[src/rtl/uart_rx_param_if.sv]
// rtl/uart_rx_param_if.sv - consumer-side word/flag handshake of the UART receiver
interface uart_rx_param_if #(
    parameter int DATA_BITS = 8
);
    logic [DATA_BITS-1:0] data_out;
    logic                 ready;
    logic                 ack;
    logic                 frame_err;
    logic                 parity_err;
    logic                 overrun;

    modport master (
        output data_out, ready, frame_err, parity_err, overrun,
        input  ack
    );

    modport slave (
        input  data_out, ready, frame_err, parity_err, overrun,
        output ack
    );
endinterface

[src/rtl/uart_rx_param.sv]
// rtl/uart_rx_param.sv - parametrised UART receiver with held word and error flags
module uart_rx_param #(
    parameter int CLKS_PER_BIT = 10417,
    parameter int DATA_BITS    = 8,
    parameter int PARITY       = 0,
    parameter int STOP_BITS    = 1
) (
    input  logic              clk,
    input  logic              clr,
    input  logic              rx,
    output logic              led_rx,
    uart_rx_param_if.master   rif
);
    localparam int HALF = CLKS_PER_BIT / 2;
    localparam int CW   = $clog2(CLKS_PER_BIT + 1);
    localparam int IW   = $clog2(DATA_BITS + 1);

    localparam logic [2:0] S_IDLE   = 3'd0;
    localparam logic [2:0] S_START  = 3'd1;
    localparam logic [2:0] S_DATA   = 3'd2;
    localparam logic [2:0] S_PARITY = 3'd3;
    localparam logic [2:0] S_STOP   = 3'd4;
    localparam logic [2:0] S_BREAK  = 3'd5;

    logic                 rx_m, rx_s;
    logic [2:0]           state;
    logic [CW-1:0]        cnt;
    logic [IW-1:0]        idx;
    logic [DATA_BITS-1:0] shreg;
    logic                 par_bit;
    logic                 stop_bad;
    logic                 tick;
    logic                 done;
    logic                 stop_fail;
    logic                 par_bad;

    // The sample point is the edge on which the counter would fall from 1 to 0.
    assign tick      = (cnt == CW'(1));
    assign done      = (state == S_STOP) && tick && (idx == IW'(STOP_BITS - 1));
    assign stop_fail = stop_bad | ~rx_s;
    assign par_bad   = (PARITY != 0) && (((^shreg) ^ (PARITY == 1)) != par_bit);
    assign led_rx    = (state != S_IDLE);

    always_ff @(posedge clk) begin
        if (!clr) begin
            rx_m           <= 1'b1;
            rx_s           <= 1'b1;
            state          <= S_IDLE;
            cnt            <= '0;
            idx            <= '0;
            shreg          <= '0;
            par_bit        <= 1'b0;
            stop_bad       <= 1'b0;
            rif.data_out   <= '0;
            rif.ready      <= 1'b0;
            rif.frame_err  <= 1'b0;
            rif.parity_err <= 1'b0;
            rif.overrun    <= 1'b0;
        end else begin
            rx_m <= rx;
            rx_s <= rx_m;
            if (cnt != '0) cnt <= cnt - CW'(1);

            case (state)
                S_IDLE: if (!rx_s) begin
                    cnt   <= CW'(HALF);
                    state <= S_START;
                end
                S_START: if (tick) begin
                    if (rx_s) begin
                        state <= S_IDLE;
                    end else begin
                        cnt   <= CW'(CLKS_PER_BIT);
                        idx   <= '0;
                        state <= S_DATA;
                    end
                end
                S_DATA: if (tick) begin
                    shreg <= {rx_s, shreg[DATA_BITS-1:1]};
                    cnt   <= CW'(CLKS_PER_BIT);
                    if (idx == IW'(DATA_BITS - 1)) begin
                        idx      <= '0;
                        stop_bad <= 1'b0;
                        state    <= (PARITY != 0) ? S_PARITY : S_STOP;
                    end else begin
                        idx <= idx + IW'(1);
                    end
                end
                S_PARITY: if (tick) begin
                    par_bit <= rx_s;
                    cnt     <= CW'(CLKS_PER_BIT);
                    state   <= S_STOP;
                end
                S_STOP: if (tick) begin
                    cnt <= CW'(CLKS_PER_BIT);
                    if (done) begin
                        state <= rx_s ? S_IDLE : S_BREAK;
                    end else begin
                        idx      <= idx + IW'(1);
                        stop_bad <= stop_fail;
                    end
                end
                S_BREAK: if (rx_s) state <= S_IDLE;
                default: state <= S_IDLE;
            endcase

            // An ack arriving with the completion frees the holding register for the new word.
            if (done) begin
                if (!rif.ready || rif.ack) begin
                    rif.data_out   <= shreg;
                    rif.frame_err  <= stop_fail;
                    rif.parity_err <= par_bad;
                    rif.ready      <= 1'b1;
                end else begin
                    rif.overrun <= 1'b1;
                end
            end else if (rif.ack && rif.ready) begin
                rif.ready      <= 1'b0;
                rif.frame_err  <= 1'b0;
                rif.parity_err <= 1'b0;
                rif.overrun    <= 1'b0;
            end
        end
    end
endmodule

[src/flat_wrapper.sv]
// flat-port wrapper written by rule: the top's interface ports become plain ports
module uart_rx_param_flat 
#(
    parameter int CLKS_PER_BIT = 10417,
    parameter int DATA_BITS    = 8,
    parameter int PARITY       = 0,
    parameter int STOP_BITS    = 1
)
  (clk, clr, rx, led_rx, rif_data_out, rif_ready, rif_frame_err, rif_parity_err, rif_overrun, rif_ack);
  uart_rx_param_if #(.DATA_BITS(DATA_BITS)) rif_i ();
  input  logic clk;
  input  logic clr;
  input  logic rx;
  output logic led_rx;
  output wire logic [$bits(rif_i.data_out)-1:0] rif_data_out;
  output wire logic [$bits(rif_i.ready)-1:0] rif_ready;
  output wire logic [$bits(rif_i.frame_err)-1:0] rif_frame_err;
  output wire logic [$bits(rif_i.parity_err)-1:0] rif_parity_err;
  output wire logic [$bits(rif_i.overrun)-1:0] rif_overrun;
  input wire logic [$bits(rif_i.ack)-1:0] rif_ack;
  assign rif_data_out = rif_i.data_out;
  assign rif_ready = rif_i.ready;
  assign rif_frame_err = rif_i.frame_err;
  assign rif_parity_err = rif_i.parity_err;
  assign rif_overrun = rif_i.overrun;
  assign rif_i.ack = rif_ack;
  uart_rx_param #(.CLKS_PER_BIT(CLKS_PER_BIT), .DATA_BITS(DATA_BITS), .PARITY(PARITY), .STOP_BITS(STOP_BITS)) u_core (.clk(clk), .clr(clr), .rx(rx), .led_rx(led_rx), .rif(rif_i));
endmodule
[config.mk]
export PLATFORM = sky130hd
export DESIGN_NAME = uart_rx_param_flat
export DESIGN_NICKNAME = d
export VERILOG_FILES = /design/src/rtl/uart_rx_param_if.sv /design/src/rtl/uart_rx_param.sv /design/src/flat_wrapper.sv
export SDC_FILE = /design/constraint.sdc
export NUM_CORES = 1
export LEC_CHECK = 0
export BUFFER_PORTS_ARGS = -buffer_cell sky130_fd_sc_hd__buf_2
export CORE_UTILIZATION = 55
export DETAILED_ROUTE_END_ITERATION = 8
export GPL_TIMING_DRIVEN = 0
export PLACE_DENSITY = 0.74
export SETUP_SLACK_MARGIN = 0.3
export SLEW_MARGIN = 20
export SYNTH_ARGS = -nofsm -noshare
export SYNTH_HDL_FRONTEND = slang
export SYNTH_SLANG_ARGS = --single-unit
[constraint.sdc]
create_clock -name clk -period 2.5 [get_ports clk]
set_clock_uncertainty 0.05 [all_clocks]
set_input_delay 0.375 -clock clk [delete_from_list [all_inputs] [get_ports clk]]
set_output_delay 0.375 -clock clk [all_outputs]
set_load 0.05 [all_outputs]
* After elaboration in Yosys (flattened, before gate mapping)
Cells that the tools add are included.
** Operators by class
- Muxes and demuxes :: 38
- Add/subtract/negate cells :: 2
- Reduce and logical (&&, ||, !) cells :: 20
- Bitwise operators :: 2
- Equal/unequal tests :: 19
** Operator list (count)
- $mux W14 :: 5
- $pmux W14 S3 :: 1
- $mux W3 :: 9
- $mux W4 :: 6
- $pmux W3 S6 :: 1
- $eq A14 B1 Y1 const B :: 1
- $ne A2 B1 Y1 const B :: 7
- $reduce_bool A14 Y1 :: 1
- $sub A14 B1 Y14 const B :: 1
- $mux W1 :: 13
- $pmux W4 S3 :: 1
- $ne A2 B2 Y1 const B :: 5
- $reduce_and A2 Y1 :: 4
- $reduce_and A8 Y1 :: 1
- $eq A3 B2 Y1 const B :: 2
- $eq A3 B3 Y1 const B :: 2
- $reduce_and A6 Y1 :: 1
- $reduce_bool A3 Y1 :: 2
- $reduce_and A5 Y1 :: 1
- $add A4 B1 Y4 const B :: 1
- $eq A4 B3 Y1 const B :: 1
- $logic_not A4 Y1 :: 1
- $reduce_bool A2 Y1 :: 2
- $eq A3 B1 Y1 const B :: 1
- other kinds (9) :: 11
** Word-level totals
- Bits in registers :: 44
- Output and inout bits :: 13
- Input bits :: 4
- Word-level logic and storage cells :: 93

* Logic depth before layout (Yosys ltp)
- Depth after elaboration :: 6
- Depth in mapped cells :: 8
- Gate-level depth less buffers :: 7

* Worst setup path before layout
No wires, ideal clock.
- Path kind :: reg2reg
- Start point :: register u_core.cnt[10]
- End point :: register u_core.idx[3]
- Arrival :: 2093 ps
- Library setup time :: 70 ps
- Path slack :: 286 ps
- Clock period less this slack :: 2214 ps
- Path buffers :: 0
- Stages on the path, launching flop included :: 6
- Path through :: dfxtp_1 > or4_4 > nor4_4 > o211ai_4 > or4_1 > a21oi_1
** On the way
- Word-level cells in the longest chain between the ends :: 5
** RTL lines
- start: declaration :: line uart_rx_param.sv:27 : logic [CW-1:0] cnt;
- start signal: assignment :: line uart_rx_param.sv:62 : if (cnt != '0) cnt <= cnt - CW'(1);
- start signal: assignment :: line uart_rx_param.sv:66 : cnt <= CW'(HALF);
- start signal: assignment :: line uart_rx_param.sv:73 : cnt <= CW'(CLKS_PER_BIT);
- $eq A14 B1 Y1 * :: line uart_rx_param.sv:38 : assign tick = (cnt == CW'(1));
- $logic_and A1 B1 Y1 (2 in a row) :: line uart_rx_param.sv:39 : assign done = (state == S_STOP) && tick && (idx == IW'(STOP_BITS - 1));
- $ne A2 B2 Y1 (no source line)
- $reduce_and A6 Y1 (no source line) *
- end signal: assignment :: line uart_rx_param.sv:86 : idx <= idx + IW'(1);
- end signal: assignment :: line uart_rx_param.sv:99 : idx <= idx + IW'(1);
- end: declaration :: line uart_rx_param.sv:28 : logic [IW-1:0] idx;
Mark *: on every way between the ends. The rest lies on a longest branch, timed or not.
A chain may end at the register's enable or synchronous reset.

* Worst setup path after layout
- Start point :: register u_core.cnt[11]
- End point :: register u_core.idx[3]
The elaborated chain is that of the path after synthesis.

==> flow_summary.yaml <==
run_status:
  run_status: "finished, final reports clean"
finish:
  layout.nets: 296
  n_antenna_cell: 0
  mostFrequentLayoutCell: "dfxtp_1"
  mostFrequentLayoutCells: "dfxtp_1, a21oi_1, nor2_1, nand2_1, buf_2"
  drive_above_1_share_pct: 19.4
  final_cell_area_um2: 2560
  post-route-util_pct: 69.0
  fin_cells: 337
  area.growth.synth_to_final_pct: 19.4
global_route:
  grt_max_degree: 14
  antenna_found_initial: 0
  use_met1_pct: 32.5
  grt_use_met2_pct: 38.4
  grt_pass1_wl_um: 7860
  grt_pass1_vias: 1742
  gr-usage-met3_pct: 5.99
  grt_busiest_layer: "met2"
  track_usage_pct: 24.6
  grt_overflow: 0
setup_path:
  crit_chain: "or4_4 -> nor4_4 -> buf_6 -> o211ai_4 -> or4_1 -> a21oi_1"
  endpoint_kind: "flop"
  critPathArrivalTime_ns: 2.41
  cpPeakStageDelay_ns: 0.58
  worstSetupPathType: "reg -> reg"
  critPathMaxFanout: 7
  critical_path_required_ns: 2.68
  critPathLaunchType: "flop"
  slowest_stage: "or4_4"
job:
  drv_cap: 0
power:
  p_int_w: 0.00182
  power_w: 0.00306
  seqPwrFrac_pct: 31.0
  comb_power_share_pct: 48.1
  swShare_pct: 40.6
  vdd_drop_max_v: 0.000528
  leakagePower_nw: 0.960
  switchingPower_w: 0.00124
  pwr-share-clk_pct: 20.9
  power_density_nw_per_um2: 1190
logic_synthesis:
  netlist_area_um2: 2150
  syn_nets: 268
  postSynthRegisterBits: 43
  synth_top_area_share_pct: 40.1
  synth_flop_cell: "dfxtp_1"
  synth-edff-count: 0
  synth_cells: 260
  synth.avg_cell_area_um2: 8.26
  yosys-top-cells-area: "dfxtp_1, a21oi_1, nor2_1, mux2i_1, nand2_1"
  yosysWarnings: 0
  async_flop_share_pct: 0
  synth_top_cell_by_area: "dfxtp_1"
  ys_types: 45
  yosysSeqAreaShare_pct: 40.1
cts:
  clk_pin_slew_ns: 0.08
  clockBufferDepth: 2
  numCtsBuffers: 5
  cts_root_buffer: "clkbuf_8"
  insertion_delay_ns: 0.30
  htreeDepth: 2
  cts_tree: "yes"
  hold_buffers: 0
  cts.sinks: 43
routing:
  viasPerCell: 5.78
  ant_nets: 0
  drc: 0
  wl_per_cell_um: 14.1
  first_pass_iters: 4
  finalWirelength_um: 4760
  drtIter0Drc: 152
  vias: 1949
timing:
  finalMaxSlewViolations: 0
  min_period_over_period_pct: 89.5
  worst_pin_slew_ns: 0.568
  finalSetupTns_ns: 0
  setup_violations: 0
  fmax_mhz: 447
  relSlewSlack_pct: 61.8
  period_needed_ns: 2.24
  finalHoldViolCount: 0
  rsz0062_at_grt: "true"
floorplan:
  placementRows: 22
  die_h_um: 64.5
  io-pin-count: 17
  die_x_um: 64.5
  die_area_um2: 4160
  core-area_um2: 3720
  start_util_pct: 57.8
hold_path:
  holdCritPathClass: "in -> reg"
place:
  place_area_um2: 2280
  place_inst: 322
  place_hpwl_um: 3190
  portBuffers: 14
  gp_congestion: 0.836
[cell type report]
class / instances / area [um2]
plain buffers: 11 / 57.6
flip-flops and latches: 43 / 868
repair buffers: 21 / 126
fillers: 309 / 1150
well taps: 48 / 60.1
inverters: 9 / 33.8
multi-input cells: 197 / 1280
clock inverters: 2 / 60.1
clock buffers: 6 / 72.6
[Yosys cell counts, drive strengths merged, types with 6 or more instances]
master / instances
nand3: 12
clkbuf: 9
nor2: 24
inv: 9
or3: 8
nor3: 9
o21ai: 15
o21a: 6
mux2i: 8
a21oi: 29
nand2: 20
dfxtp: 43
nand2b: 8
[registers in the layout, summed over array words and instances, names as in the netlist, 3 cells and up]
name / cells
u_core.shreg: 8
u_core.state: 3
u_core.idx: 4
u_core.cnt: 14
u_core.rif.data_out: 8
[power by group through the flow]
stage | Combinational [W] | Clock [W] | Sequential, W
after detailed placement | 0.00127 | 0 | 0.000936
after CTS | 0.00135 | 0.000655 | 0.000942
after floorplan | 0.00104 | 0 | 0.000913
after global routing | 0.00162 | 0.000677 | 0.000971
final | 0.00147 | 0.000640 | 0.000949
after global placement | 0.00127 | 0 | 0.000935
[worst max-delay path: cells and delay by family (launching register included)]
kind / cells / cell delay, ns
buffers and inverters: 1 / 0.18
DFF: 1 / 0.36
and+or+nand+nor: 3 / 1.31
AOI/OAI and AO/OA: 2 / 0.25
[metrics by stage]
| stage | hold slack [ns] | worst slack, ns |
|---|---|---|
| floorplan | 0.336 | 0.314 |
| global placement | 0.339 | 0.0272 |
| detailed placement | 0.350 | 0.0266 |
| CTS | 0.204 | 0.298 |
| global route | 0.202 | 0.199 |
| finish | 0.206 | 0.263 |
[path summary, 6_finish.rpt]
check | from | slack, ns | to | cells past startpoint
worst max register to register | u_core.cnt[11] | 0.26 | u_core.idx[3] | 6
worst min-delay path | rx | 0.21 | u_core.rx_m | 2
worst max-delay path | u_core.cnt[11] | 0.26 | u_core.idx[3] | 6
worst min register to register | u_core.rx_m | 0.37 | u_core.rx_s | 1
[what timing repair did]
| item | 4_1_cts | 5_1_grt |
|---|---|---|
| gates cloned | 0 | 1 |
| resized for setup | 13 | 18 |
| setup endpoints to repair | 36 | 21 |
| setup buffers | 3 | 3 |
| pin swaps | 4 | 4 |
[cell families (layout without fill, tap and decap cells)]
kind of cell / Yosys count / after routing / synth area share, %
AOI/OAI and AO/OA: 67 / 67 / 19.2
xor gates and xnor gates: 6 / 6 / 2.45
adders and majority gates: 4 / 4 / 2.33
buffers and inverters: 20 / 49 / 3.73
DFF: 43 / 43 / 40.1
muxes: 8 / 8 / 3.73
other: 1 / 1 / 0.175
and+or+nand+nor: 111 / 111 / 28.3
[layer usage]
metal | up-vias | wire (um)
li1 | 986 | -
met1 | 901 | 2220
met2 | 56 | 2220
met3 | 6 | 247
met4 | 0 | 76
met5 | - | 0
Note: power is estimated with default switching activity, not from simulation.
